$ cat config.mk
export PLATFORM = sky130hd
export DESIGN_NAME = seq_multiplier
export DESIGN_NICKNAME = d
export VERILOG_FILES = /design/src/rtl/seq_mul_pkg.sv /design/src/rtl/seq_multiplier.sv
export SDC_FILE = /design/constraint.sdc
export NUM_CORES = 1
export LEC_CHECK = 0
export ABC_AREA = 1
export BUFFER_PORTS_ARGS = -buffer_cell sky130_fd_sc_hd__buf_2
export CORE_MARGIN = 10
export CORE_UTILIZATION = 50
export DETAILED_ROUTE_END_ITERATION = 12
export GPL_ROUTABILITY_DRIVEN = 0
export PLACE_DENSITY = 0.8
export SYNTH_ARGS = -nofsm -noshare
export SYNTH_HDL_FRONTEND = slang
export SYNTH_SLANG_ARGS = --single-unit
$ cat constraint.sdc
create_clock -name clk -period 1.77 [get_ports clk]
set_clock_uncertainty 0.15 [all_clocks]
set_input_delay 0.0885 -clock clk [delete_from_list [all_inputs] [get_ports clk]]
set_output_delay 0.0885 -clock clk [all_outputs]
set_load 0.005 [all_outputs]
$ cat src/rtl/seq_mul_pkg.sv
// Shared types and constants for the shift-and-add multiplier controller.
package seq_mul_pkg;

   localparam int SEQ_MUL_WIDTH = 4;
   localparam int CNT_W         = $clog2(SEQ_MUL_WIDTH);

   typedef enum logic [1:0] {
      IDLE = 2'd0,
      CALC = 2'd1,
      DONE = 2'd2
   } seq_mul_state_t;

endpackage

$ cat src/rtl/seq_multiplier.sv
// Unsigned WIDTH x WIDTH shift-and-add multiplier driving an external ripple-carry adder.
// Optional SEQ_MUL_ZERO_SKIP_EN: a zero operand bypasses CALC and finishes in one cycle.
module seq_multiplier
   import seq_mul_pkg::*;
#(
   parameter int WIDTH = SEQ_MUL_WIDTH
) (
   input  logic                 clk,
   input  logic                 reset,
   input  logic                 start,
   input  logic [WIDTH-1:0]     a_in,
   input  logic [WIDTH-1:0]     b_in,
   output logic [WIDTH-1:0]     add_a,
   output logic [WIDTH-1:0]     add_b,
   output logic                 add_cin,
   input  logic [WIDTH-1:0]     add_sum,
   input  logic                 add_cout,
   output logic                 busy,
   output logic                 done,
   output logic [2*WIDTH-1:0]   product,
   output logic [1:0]           o_dbg_state
);

   localparam int CW = (WIDTH > 1) ? $clog2(WIDTH) : 1;

   seq_mul_state_t       r_state;
   seq_mul_state_t       w_next_state;
   logic [2*WIDTH-1:0]   r_acc;
   logic [2*WIDTH-1:0]   w_acc_next;
   logic [WIDTH-1:0]     r_mcand;
   logic [CW-1:0]        r_cnt;
   logic [2*WIDTH-1:0]   r_product;
   logic                 w_accept;
   logic                 w_zero_op;

`ifdef SEQ_MUL_ZERO_SKIP_EN
   assign w_zero_op = (a_in == '0) || (b_in == '0);
`else
   assign w_zero_op = 1'b0;
`endif

   assign w_accept    = (r_state == IDLE) && start;
   // Adder result lands in the upper half while the multiplier bits shift out the bottom.
   assign w_acc_next  = {add_cout, add_sum, r_acc[WIDTH-1:1]};
   assign add_cin     = 1'b0;
   assign product     = r_product;
   assign o_dbg_state = r_state;

   always_ff @(posedge clk or posedge reset) begin
      if (reset) begin
         r_state <= IDLE;
      end else begin
         r_state <= w_next_state;
      end
   end

   always_comb begin
      w_next_state = r_state;
      add_a        = '0;
      add_b        = '0;
      busy         = 1'b0;
      done         = 1'b0;
      case (r_state)
         IDLE: begin
            if (start) begin
               w_next_state = w_zero_op ? DONE : CALC;
            end
         end
         CALC: begin
            busy  = 1'b1;
            add_a = r_acc[2*WIDTH-1:WIDTH];
            add_b = r_acc[0] ? r_mcand : '0;
            if (r_cnt == '0) begin
               w_next_state = DONE;
            end
         end
         DONE: begin
            busy         = 1'b1;
            done         = 1'b1;
            w_next_state = IDLE;
         end
         default: begin
            w_next_state = IDLE;
         end
      endcase
   end

   always_ff @(posedge clk or posedge reset) begin
      if (reset) begin
         r_acc     <= '0;
         r_mcand   <= '0;
         r_cnt     <= '0;
         r_product <= '0;
      end else if (w_accept) begin
         if (w_zero_op) begin
            r_product <= '0;
         end else begin
            r_mcand <= a_in;
            r_acc   <= {{WIDTH{1'b0}}, b_in};
            r_cnt   <= CW'(WIDTH - 1);
         end
      end else if (r_state == CALC) begin
         r_acc <= w_acc_next;
         if (r_cnt == '0) begin
            r_product <= w_acc_next;
         end else begin
            r_cnt <= r_cnt - CW'(1);
         end
      end
   end

endmodule

# Yosys cells after proc, flatten, opt, wreduce, memory -nomap -nowiden
# Cells that the tools add are included.
[totals]
reg_bits = 24
output_inout_bits = 21
[classes]
bitwise_logic = 1
n_eq_ne = 5
n_reduce_logical = 8
addsub = 1
n_mux = 13
[ops]
columns = ["operator", "count"]
rows = [
  ["two-way mux 8 bit", 2],
  ["two-way mux 4 bit", 3],
  ["two-way mux 2 bit", 5],
  ["logical NOT 2 bit", 2],
  ["inequality test 2 bit (second input constant)", 2],
  ["one-hot mux 2 bit (2 select lines)", 1],
  ["AND reduction 2 bit", 2],
  ["AND reduction 3 bit", 1],
  ["equality test 2 x 1 -> 1 bit (second input constant)", 1],
  ["equality test 2 bit (second input constant)", 1],
  ["two-way mux 1 bit", 2],
  ["inequality test 2 x 1 -> 1 bit (second input constant)", 1],
  ["nonzero test 2 bit", 1],
  ["OR reduction 2 bit", 1],
  ["subtractor 2 x 1 -> 2 bit (second input constant)", 1],
  ["logical AND 1 bit", 1],
  ["inverter 1 bit", 1],
]

# Longest topological paths before layout
# Gate-level depths: netlist (run 1).
[depth]
depth_word = 4
mapped_depth = 8
ltp_nobuf = 7

# Worst setup path before layout (run 1)
# Ideal clock, no wire load.
[synth_timing]
path_kind = "register -> register"
start = "reg r_state[0] (netlist: o_dbg_state[0])"
end = "reg r_acc[0]"
path_slack_ps = 396
path_buffers = 1
stages_incl_launch_ff = 8
arrival_time_ps = 1101
period_less_slack_ps = 1374
cell_sequence = "dfrtp_1 > inv_1 > ha_1 > nand2_4 > inv_4 > buf_12 > nand2_2 > nand3_2"
[synth_between]
elab_chain_cells = 3
[synth_rtl]
columns = ["element", "line_no", "text"]
rows = [
  ["start, declared", "seq_multiplier.sv:26", "seq_mul_state_t r_state;"],
  ["start signal, assigned", "seq_multiplier.sv:53", "r_state <= w_next_state;"],
  ["logical NOT 2 bit", "seq_multiplier.sv:42", "assign w_accept = (r_state == IDLE) && start;"],
  ["logical AND 1 bit", "seq_multiplier.sv:42", ""],
  ["two-way mux 8 bit or nonzero test 2 bit (tied branches)", "n/a", ""],
  ["end signal, assigned", "seq_multiplier.sv:99", "r_acc <= {{WIDTH{1'b0}}, b_in};"],
  ["end signal, assigned", "seq_multiplier.sv:103", "r_acc <= w_acc_next;"],
  ["end, declared", "seq_multiplier.sv:28", "logic [2*WIDTH-1:0] r_acc;"],
]
# Parallel ways exist; a longest one is shown, timed or not.
# A chain may end at the register's enable or synchronous reset.

# Final worst setup path (run 1)
[layout_timing]
start = "reg r_state[1] (netlist: o_dbg_state[1])"
end = "out add_b[0]"
[layout_between]
elab_chain_cells = 2
[layout_rtl]
columns = ["element", "line_no", "text"]
rows = [
  ["equality test 2 x 1 -> 1 bit", "seq_multiplier.sv:63", "case (r_state)"],
  ["two-way mux 4 bit", "seq_multiplier.sv:63", ""],
  ["end, declared", "seq_multiplier.sv:14", "output logic [WIDTH-1:0] add_b,"],
]
# No other way between the ends.

==> metrics.txt, run 1 <==
result of the run finished, final reports clean; first-iteration detailed-routing DRC count 50; number of cells on the worst reg-to-reg path 6; cell at the root of the clock tree clkbuf_4; pin count of the biggest net entering global routing 25; Worst R2R End r_acc[3]$_DFFE_PP0P_; initial cell density of the core between 50% and 60%; Mapped Cells between 100 and 150; warnings from Yosys 0; Setup violations, final 0; Max Clock Freq between 0.5 and 0.6 GHz; DIE AREA 0.004865 sq mm; post-detailed-placement cell area 0.001413 sq mm; worst setup path start o_dbg_state[1]$_DFFE_PP0P_; net count after synthesis 163; Synth cell types 19; TritonCTS clock tree built; startpoint-to-endpoint class of the critical path register to output port; flip-flop and latch count after synthesis 24; count of antenna-violating nets left after detailed routing 0; clock tree sinks 24; number of max-cap violations 0; aggregate global routing overflow 0; Chip Width 69.75 um; Worst R2R Setup Slack 160 ps; clock network fraction of total power 12.0%; kind of path behind the tightest hold check input pin to asynchronous set/reset pin; number of vias per cell 4.864; sw frac 41.54%; combinational power share 48.2%; power dissipated by switching net loads 1029 uW; number of antenna violations at the first check in global routing 0; commonest cells after routing, fill and taps aside 36 x nand2_1, 35 x buf_2, 24 x dfrtp_1; post-layout instance area 0.001617 sq mm; crit start category register; fraction of synthesized cell area taken by the top area cell type 48.53%; number of global-route vias before repair 1053; most frequent standard cell in the layout excluding fill and tap cells nand2_1; main area contributors after synthesis dfrtp_1 49%, nand2_1 11%, nand3_1 8.5%; DRC violations left 0; signal arrival time at the worst endpoint 1430 ps; power density cells 1532 mW/mm^2; Final Worst Setup Slack 98.40 ps; first-pass iteration count of the detailed router 4; layout cells sized above 1 a little under a third; required time at the worst-slack endpoint 1530 ps; largest buffer count on any clock path 2; core outline area 0.002276 sq mm; final number of max-transition violations 0; cell row count 17; total via count after detailed routing 1070; maximum VDD drop 1.248 mV; filler instances between 150 and 200; Detailed Place HPWL 2.167 mm; diode count 0; Clk pin slew, worst setup/hold paths 130 ps; post-route fraction of the period consumed by the critical path about 94%; register area share after synthesis 48.53%; # Post-CTS Setup Buffers 0; height of the die approximately 70 um; reg-to-reg critical path startpoint o_dbg_state[0]$_DFFE_PP0P_; # H-tree levels 1; Internal Power approximately 1400 uW; clock period minus worst slack 1672 ps; Total GRT Usage 11.85%; Critical Path End Type output port; synthesized area per cell a little under 9 sq um; average wire length per cell after detail routing 13.57 um; Layout Nets 215; sequential group share of total power roughly 40%; wire length of the first global-routing pass 4.843 mm; I/O Pins 37; final count of hold timing violations 0; total length of routed wires between 2 and 3 mm; P_leak between 0.0009 and 0.001 uW; cell type with the largest total area after synthesis dfrtp_1; setup repair after global routing missed its margin false; destination of the critical timing path add_b[0]; input/output buffers 35; Post-Place Worst Slack 227.7 ps; source-to-sink clock delay at the later pin of the worst-skew pair 330 ps; maximum fanout encountered on the critical timing path 9; post-synth design cell area ~0.0012 sq mm; TritonCTS Buffers 3; Syn-to-layout area delta 30.64%
[Yosys cell counts]
library cell / instances
conb_1: 1
buf_12: 1
nand2_2: 6
inv_1: 14
nand2_1: 36
nand3_1: 21
o21ai_0: 4
and3_1: 1
nor2_1: 11
buf_6: 2
nand3b_1: 1
o21ai_2: 3
nand2_4: 1
buf_4: 3
nand3_2: 4
ha_1: 6
inv_2: 1
dfrtp_1: 24
inv_4: 1
[kinds of logic after synthesis]
| group | share of synthesized area [%] |
|---|---|
| flip-flops | 48.53 |
| AND/OR/NAND/NOR | 31.04 |
| other | 0.3030 |
| adder cells (fa/ha/maj) | 6.067 |
| buffers and inverters | 10.31 |
| AO/OA/AOI/OAI | 3.742 |
[timing repair]
item / CTS / global route
hold buffers: 15 / 0
hold endpoints to repair: 43 / 0
resized for setup: 2 / 3
endpoints found under the setup margin: 6 / 6
cloned: 0 / 0
[layout make-up]
class / instances / area, sq um / area share [%]
Clock buffer: 4 / 36.28 / 2.245
Inverter: 16 / 62.56 / 3.870
Multi-Input combinational cell: 95 / 534.3 / 33.05
Sequential cell: 24 / 600.6 / 37.15
Tap cell: 28 / 35.03 / 2.167
Timing Repair Buffer: 53 / 347.8 / 21.52
[registers in the layout (all words and copies together) (netlist names)]
| signal | count |
|---|---|
| product | 8 |
| r_cnt | 2 |
| r_mcand | 4 |
| o_dbg_state | 2 |
| r_acc | 8 |
[worst min path at each step]
| stage | from | endpoint | slack (ps) | cells past startpoint |
|---|---|---|---|---|
| 2_1_floorplan | reset | o_dbg_state[0]$_DFFE_PP0P_ | -50 | 1 |
| 3_3_place_gp | reset | product[2]$_DFFE_PP0P_ | -9 | 3 |
| 3_5_place_dp | reset | product[2]$_DFFE_PP0P_ | 3 | 3 |
| 4_1_cts | reset | product[1]$_DFFE_PP0P_ | 200 | 4 |
| 5_1_grt | reset | product[1]$_DFFE_PP0P_ | 220 | 4 |
| 6_report | reset | r_cnt[1]$_DFFE_PP0P_ | 180 | 4 |
[stage by stage]
stage | TNS [ps] | hold WS, ps | util [%] | std cells | power (uW)
after global routing | 0 | 222.0 | 71.03 | 220 | 2703
after detailed placement | 0 | 3.139 | 62.07 | 202 | 2134
final | 0 | 181.0 | 71.03 | 220 | 2477
after CTS | -34.80 | 197.9 | 70.48 | 221 | 2463
after floorplan | 0 | -46.88 | - | 141 | 1784
after global placement | 0 | -8.985 | 62.07 | 202 | 2061
[metal layers]
layer  vias to the layer above  global-route usage (%)  part of all wire, %
met2                        21                   20.06                   50
met5                         -                       0                    0
met4                         0                   5.217                  2.0
met1                       503                   12.82                   42
li1                        542                       -                    -
met3                         4                   4.422                  6.4
[worst max-delay path: stages (launching register included)]
cell	delay [ps]
dfrtp_1	440
inv_2	130
ha_4	200
nand2_1	100
nor2_1	110
buf_2	130
[power by group through the flow]
stage | logic [uW] | registers (uW) | clock network [uW]
global placement | 1100 | 964 | 0
floorplan | 826 | 958 | 0
global route | 1360 | 1010 | 327
CTS | 1200 | 970 | 298
detailed placement | 1150 | 983 | 0
finish | 1190 | 986 | 297
(Power assumes the default switching activity.)
==> run 2: changes to the inputs <==
--- a/config.mk
+++ b/config.mk
@@ -9,9 +9,10 @@
 export BUFFER_PORTS_ARGS = -buffer_cell sky130_fd_sc_hd__buf_2
 export CORE_MARGIN = 10
 export CORE_UTILIZATION = 50
+export CTS_CLUSTER_SIZE = 14
 export DETAILED_ROUTE_END_ITERATION = 12
 export GPL_ROUTABILITY_DRIVEN = 0
-export PLACE_DENSITY = 0.8
+export PLACE_DENSITY = 0.82
 export SYNTH_ARGS = -nofsm -noshare
 export SYNTH_HDL_FRONTEND = slang
 export SYNTH_SLANG_ARGS = --single-unit
==> metrics.txt, run 2 (synthesized netlist as in run 1, its figures left out) <==
number of max-cap violations 0; power density cells 1528 mW/mm^2; worst-path cell chain inv_2, ha_4, buf_4, nand2_1, inv_1, buf_2; Critical Path End Type output port; result of the run finished, final reports clean; grt met1 use 12.59%; cell at the root of the clock tree clkbuf_4; number of vias per cell about 4.8; source-to-sink clock delay at the later pin of the worst-skew pair 310 ps; core outline area 0.002276 sq mm; post-layout instance area 0.001639 sq mm; Clk pin slew, worst setup/hold paths 130 ps; Post-Place Worst Slack around 200 ps; kind of path behind the tightest hold check input pin to asynchronous set/reset pin; sequential group share of total power about two fifths; Chip Width 69.75 um; Total GRT Usage 11.97%; height of the die about 70 um; Layout Nets 218; maximum fanout encountered on the critical timing path 8; post-detailed-placement cell area 0.001413 sq mm; global-route met3 utilization 4.422%; aggregate global routing overflow 0; crit start category register; commonest cells after routing, fill and taps aside 36 x nand2_1, 35 x buf_2, 24 x dfrtp_1; Setup violations, final 0; maximum VDD drop approximately 1.0 mV; combinational power share 49.5%; power dissipated by switching net loads 1025 uW; cell row count 17; Detailed Place HPWL 2.193 mm; final number of max-transition violations 0; number of antenna violations at the first check in global routing 0; TritonCTS Buffers 3; diode count 0; Worst R2R End r_acc[2]$_DFFE_PP0P_; post-route fraction of the period consumed by the critical path 93.74%; pin count of the biggest net entering global routing 25; layout cells sized above 1 32.82%; total length of routed wires 2.966 mm; sw frac between 40% and 50%; initial cell density of the core a little over half; TritonCTS clock tree built; clock network fraction of total power between 10% and 20%; clock period minus worst slack 1659 ps; reg-to-reg critical path startpoint o_dbg_state[0]$_DFFE_PP0P_; # H-tree levels 1; DIE AREA 0.004865 sq mm; P_leak 0.0009368 uW; required time at the worst-slack endpoint about 1500 ps; library cell contributing the largest single delay on the critical path dfrtp_1; first-pass iteration count of the detailed router 5; biggest cell delay along the critical path 430 ps; DRC violations left 0; input/output buffers 35; startpoint-to-endpoint class of the critical path register to output port; first-iteration detailed-routing DRC count 33; most frequent standard cell in the layout excluding fill and tap cells nand2_1; gr busiest metal met2; Final Worst Setup Slack roughly 110 ps; number of global-route vias before repair between 1000 and 1500; Worst R2R Setup Slack 180 ps; largest buffer count on any clock path 2; Max Clock Freq 0.6027 GHz; clock tree sinks 24; signal arrival time at the worst endpoint 1420 ps; global-route met2 utilization 21.07%; Internal Power 1479 uW; average wire length per cell after detail routing 13.30 um; total via count after detailed routing roughly 1100; final count of hold timing violations 0; Post-Route Utilization between 70 and 80%; count of antenna-violating nets left after detailed routing 0; I/O Pins 37; Syn-to-layout area delta 32.46%; wire length of the first global-routing pass roughly 5 mm; number of cells on the worst reg-to-reg path 6
run 2: worst max-delay path by stage:
stage                                           from              endpoint  slack (ps)  cells past startpoint
after floorplan           o_dbg_state[0]$_DFFE_PP0P_  r_acc[0]$_DFFE_PP0P_         400                      7
after CTS                 o_dbg_state[1]$_DFFE_PP0P_              add_a[2]         -30                      6
final                     o_dbg_state[1]$_DFFE_PP0P_              add_a[2]         110                      6
after global routing      o_dbg_state[1]$_DFFE_PP0P_              add_a[2]          -7                      6
after global placement    o_dbg_state[1]$_DFFE_PP0P_  r_acc[0]$_DFFE_PP0P_         270                      5
after detailed placement  o_dbg_state[1]$_DFFE_PP0P_  r_acc[7]$_DFFE_PP0P_         210                      5
run 2: area by class of cell:
cell class | instances | area, sq um
timing repair buffer | 56 | 370.4
clock buffer | 4 | 36.28
inverter | 16 | 62.56
tap | 28 | 35.03
fill | 175 | 636.9
multi-input combinational | 95 | 534.3
sequential | 24 | 600.6
run 2: stage by stage:
stage	hold slack [ps]	total power (uW)	std cells	setup TNS (ps)
2_1_floorplan	-46.88	1784	141	0
3_3_place_gp	-9.025	2060	202	0
3_5_place_dp	0.4215	2140	202	0
4_1_cts	194.6	2459	221	-44.06
5_1_grt	211.5	2762	223	-6.774
6_report	191.2	2504	223	0
run 2: layer usage:
metal | share of wire (%) | up-vias | wire, um
met1 | 40 | 487 | 1183
met3 | 8.1 | 4 | 241
met2 | 51 | 32 | 1507
met4 | 1.1 | 0 | 34
met5 | 0 | - | 0
li1 | - | 548 | -
run 2: power groups by stage:
stage	Clock, uW	Sequential [uW]	Combinational [uW]
detailed placement	0	983	1160
CTS	293	970	1200
floorplan	0	958	826
global route	328	1020	1420
finish	281	983	1240
global placement	0	964	1100
run 2: timing repair:
action                                  CTS  global route
pin swaps                                 0             0
hold buffers                             15             0
gates resized for setup                   2             3
endpoints found under the setup margin    6             6
setup buffers                             0             2
hold endpoints to repair                 43             0
run 2: critical path, delay by kind of cell (launching register included):
family | cells | cell delay, ps
simple gates | 1 | 60
buf+inv | 4 | 420
flops | 1 | 430
fa+ha+maj | 1 | 190
==> run 3: changes to the inputs <==
--- a/config.mk
+++ b/config.mk
@@ -7,11 +7,12 @@
 export LEC_CHECK = 0
 export ABC_AREA = 1
 export BUFFER_PORTS_ARGS = -buffer_cell sky130_fd_sc_hd__buf_2
-export CORE_MARGIN = 10
+export CORE_MARGIN = 2
 export CORE_UTILIZATION = 50
 export CTS_CLUSTER_SIZE = 14
 export DETAILED_ROUTE_END_ITERATION = 12
 export GPL_ROUTABILITY_DRIVEN = 0
+export MAX_ROUTING_LAYER = met4
 export PLACE_DENSITY = 0.82
 export SYNTH_ARGS = -nofsm -noshare
 export SYNTH_HDL_FRONTEND = slang
==> metrics.txt, run 3 (synthesized netlist as in run 1, its figures left out) <==
power density cells 1509 mW/mm^2; Syn-to-layout area delta 31.45%; I/O Pins 37; height of the die 53.75 um; aggregate global routing overflow 0; final number of max-transition violations 0; cell at the root of the clock tree clkbuf_4; clock period minus worst slack 1682 ps; core outline area ~0.0024 sq mm; total length of routed wires 2.520 mm; clock network fraction of total power between 10% and 20%; source-to-sink clock delay at the later pin of the worst-skew pair 320 ps; combinational power share 48.0%; sequential group share of total power 40.1%; largest buffer count on any clock path 2; P_leak 0.0009272 uW; post-route fraction of the period consumed by the critical path between 90 and 100%; number of antenna violations at the first check in global routing 0; layout cells sized above 1 32.12%; DRC violations left 0; average wire length per cell after detail routing 11.30 um; Sum Neg Setup Slack 0 ps; setup repair after global routing missed its margin false; power dissipated by switching net loads 1001 uW; Setup violations, final 0; # Post-CTS Setup Buffers 0; number of vias per cell just under 5; sw frac between 40% and 50%; signal arrival time at the worst endpoint 1440 ps; Layout Nets 216; clock tree sinks 24; Detailed Place HPWL 1.833 mm; Critical Path End Type output port; final cell count without fillers ~220; TritonCTS Buffers 3; cell row count 18; total placed cells including tap cells approximately 200; count of antenna-violating nets left after detailed routing 0; DIE AREA roughly 0.0029 sq mm; input/output buffers 35; total via count after detailed routing 1087; Max Clock Freq 0.5944 GHz; required time at the worst-slack endpoint 1530 ps; filler instances 189; number of global-route vias before repair 946; first-pass iteration count of the detailed router 4; result of the run finished, final reports clean; wire length of the first global-routing pass roughly 4 mm; TritonCTS clock tree built; commonest cells after routing, fill and taps aside 36 x nand2_1, 35 x buf_2, 24 x dfrtp_1; pin count of the biggest net entering global routing 25; post-layout power around 2500 uW; number of max-cap violations 0; Chip Width 53.75 um; first-iteration detailed-routing DRC count 23; Clk pin slew, worst setup/hold paths approximately 130 ps; crit start category register; # H-tree levels 1; most frequent standard cell in the layout excluding fill and tap cells nand2_1; maximum fanout encountered on the critical timing path 9; Internal Power 1453 uW; final count of hold timing violations 0; initial cell density of the core approximately half; kind of path behind the tightest hold check input pin to asynchronous set/reset pin; Total GRT Usage about a fifth; maximum VDD drop ~0.98 mV; startpoint-to-endpoint class of the critical path register to output port; diode count 0
## run 3: changes by cell type in the layout (fill, tap and decap cells not counted), sizes merged
cell  change
buf       -2
## run 3: layer usage
layer / part of all wire [%] / global-route usage [%] / wire length, um / vias up
li1: - / - / - / 543
met1: 43 / 23.58 / 1093 / 511
met2: 51 / 33.54 / 1287 / 28
met3: 4.0 / 3.333 / 101 / 5
met4: 1.5 / 7.692 / 38 / 0
met5: 0 / - / 0 / -
## run 3: power by group through the flow
stage | combinational, uW | sequential, uW | clock, uW
after global placement | 1070 | 958 | 0
after detailed placement | 1130 | 982 | 0
final | 1180 | 985 | 290
after floorplan | 826 | 958 | 0
after global routing | 1350 | 1020 | 319
after CTS | 1160 | 970 | 298
## run 3: critical path, stage by stage, from the launching register on
cell	delay [ps]
dfrtp_1	440
inv_2	130
ha_4	190
buf_4	160
nand2_1	60
inv_1	50
buf_2	100
## run 3: area by class of cell
type                    instances  area [sq um]  area share (%)
clock buffers                   4         36.28           2.231
flip-flops and latches         24         600.6           36.92
well taps                      30         37.54           2.308
inverters                      16         62.56           3.846
multi-input cells              95         534.3           32.85
repair buffers                 54         355.3           21.85
## run 3: timing repair
item	in CTS	in global routing
resized for setup	2	3
hold buffers	15	0
pin swaps	0	0
setup endpoints to repair	4	4
hold endpoints to repair	43	0
## run 3: worst paths after layout
kind                                            start                      to  slack [ps]  cells past startpoint
max                        o_dbg_state[1]$_DFFE_PP0P_                add_a[2]          90                      6
min                                             reset  product[5]$_DFFE_PP0P_         180                      4
max reg2reg                o_dbg_state[0]$_DFFE_PP0P_    r_acc[2]$_DFFE_PP0P_         180                      6
min reg2reg                    product[2]$_DFFE_PP0P_  product[2]$_DFFE_PP0P_         340                      2
max in group asynchronous                       reset  r_mcand[3]$_DFFE_PP0P_        1060                      4
min in group clk               product[2]$_DFFE_PP0P_  product[2]$_DFFE_PP0P_         340                      2
## run 3: through the flow
step	instance area, sq um	utilization [%]	worst slack, ps	hold slack (ps)
4_1_cts	1607	66.67	-20.28	190.7
3_3_place_gp	1415	58.72	315.9	-9.810
6_report	1627	67.50	87.74	180.7
3_5_place_dp	1415	58.72	215.9	-0.2421
5_1_grt	1627	67.50	10.22	210.5
2_1_floorplan	1237	-	396.4	-46.88
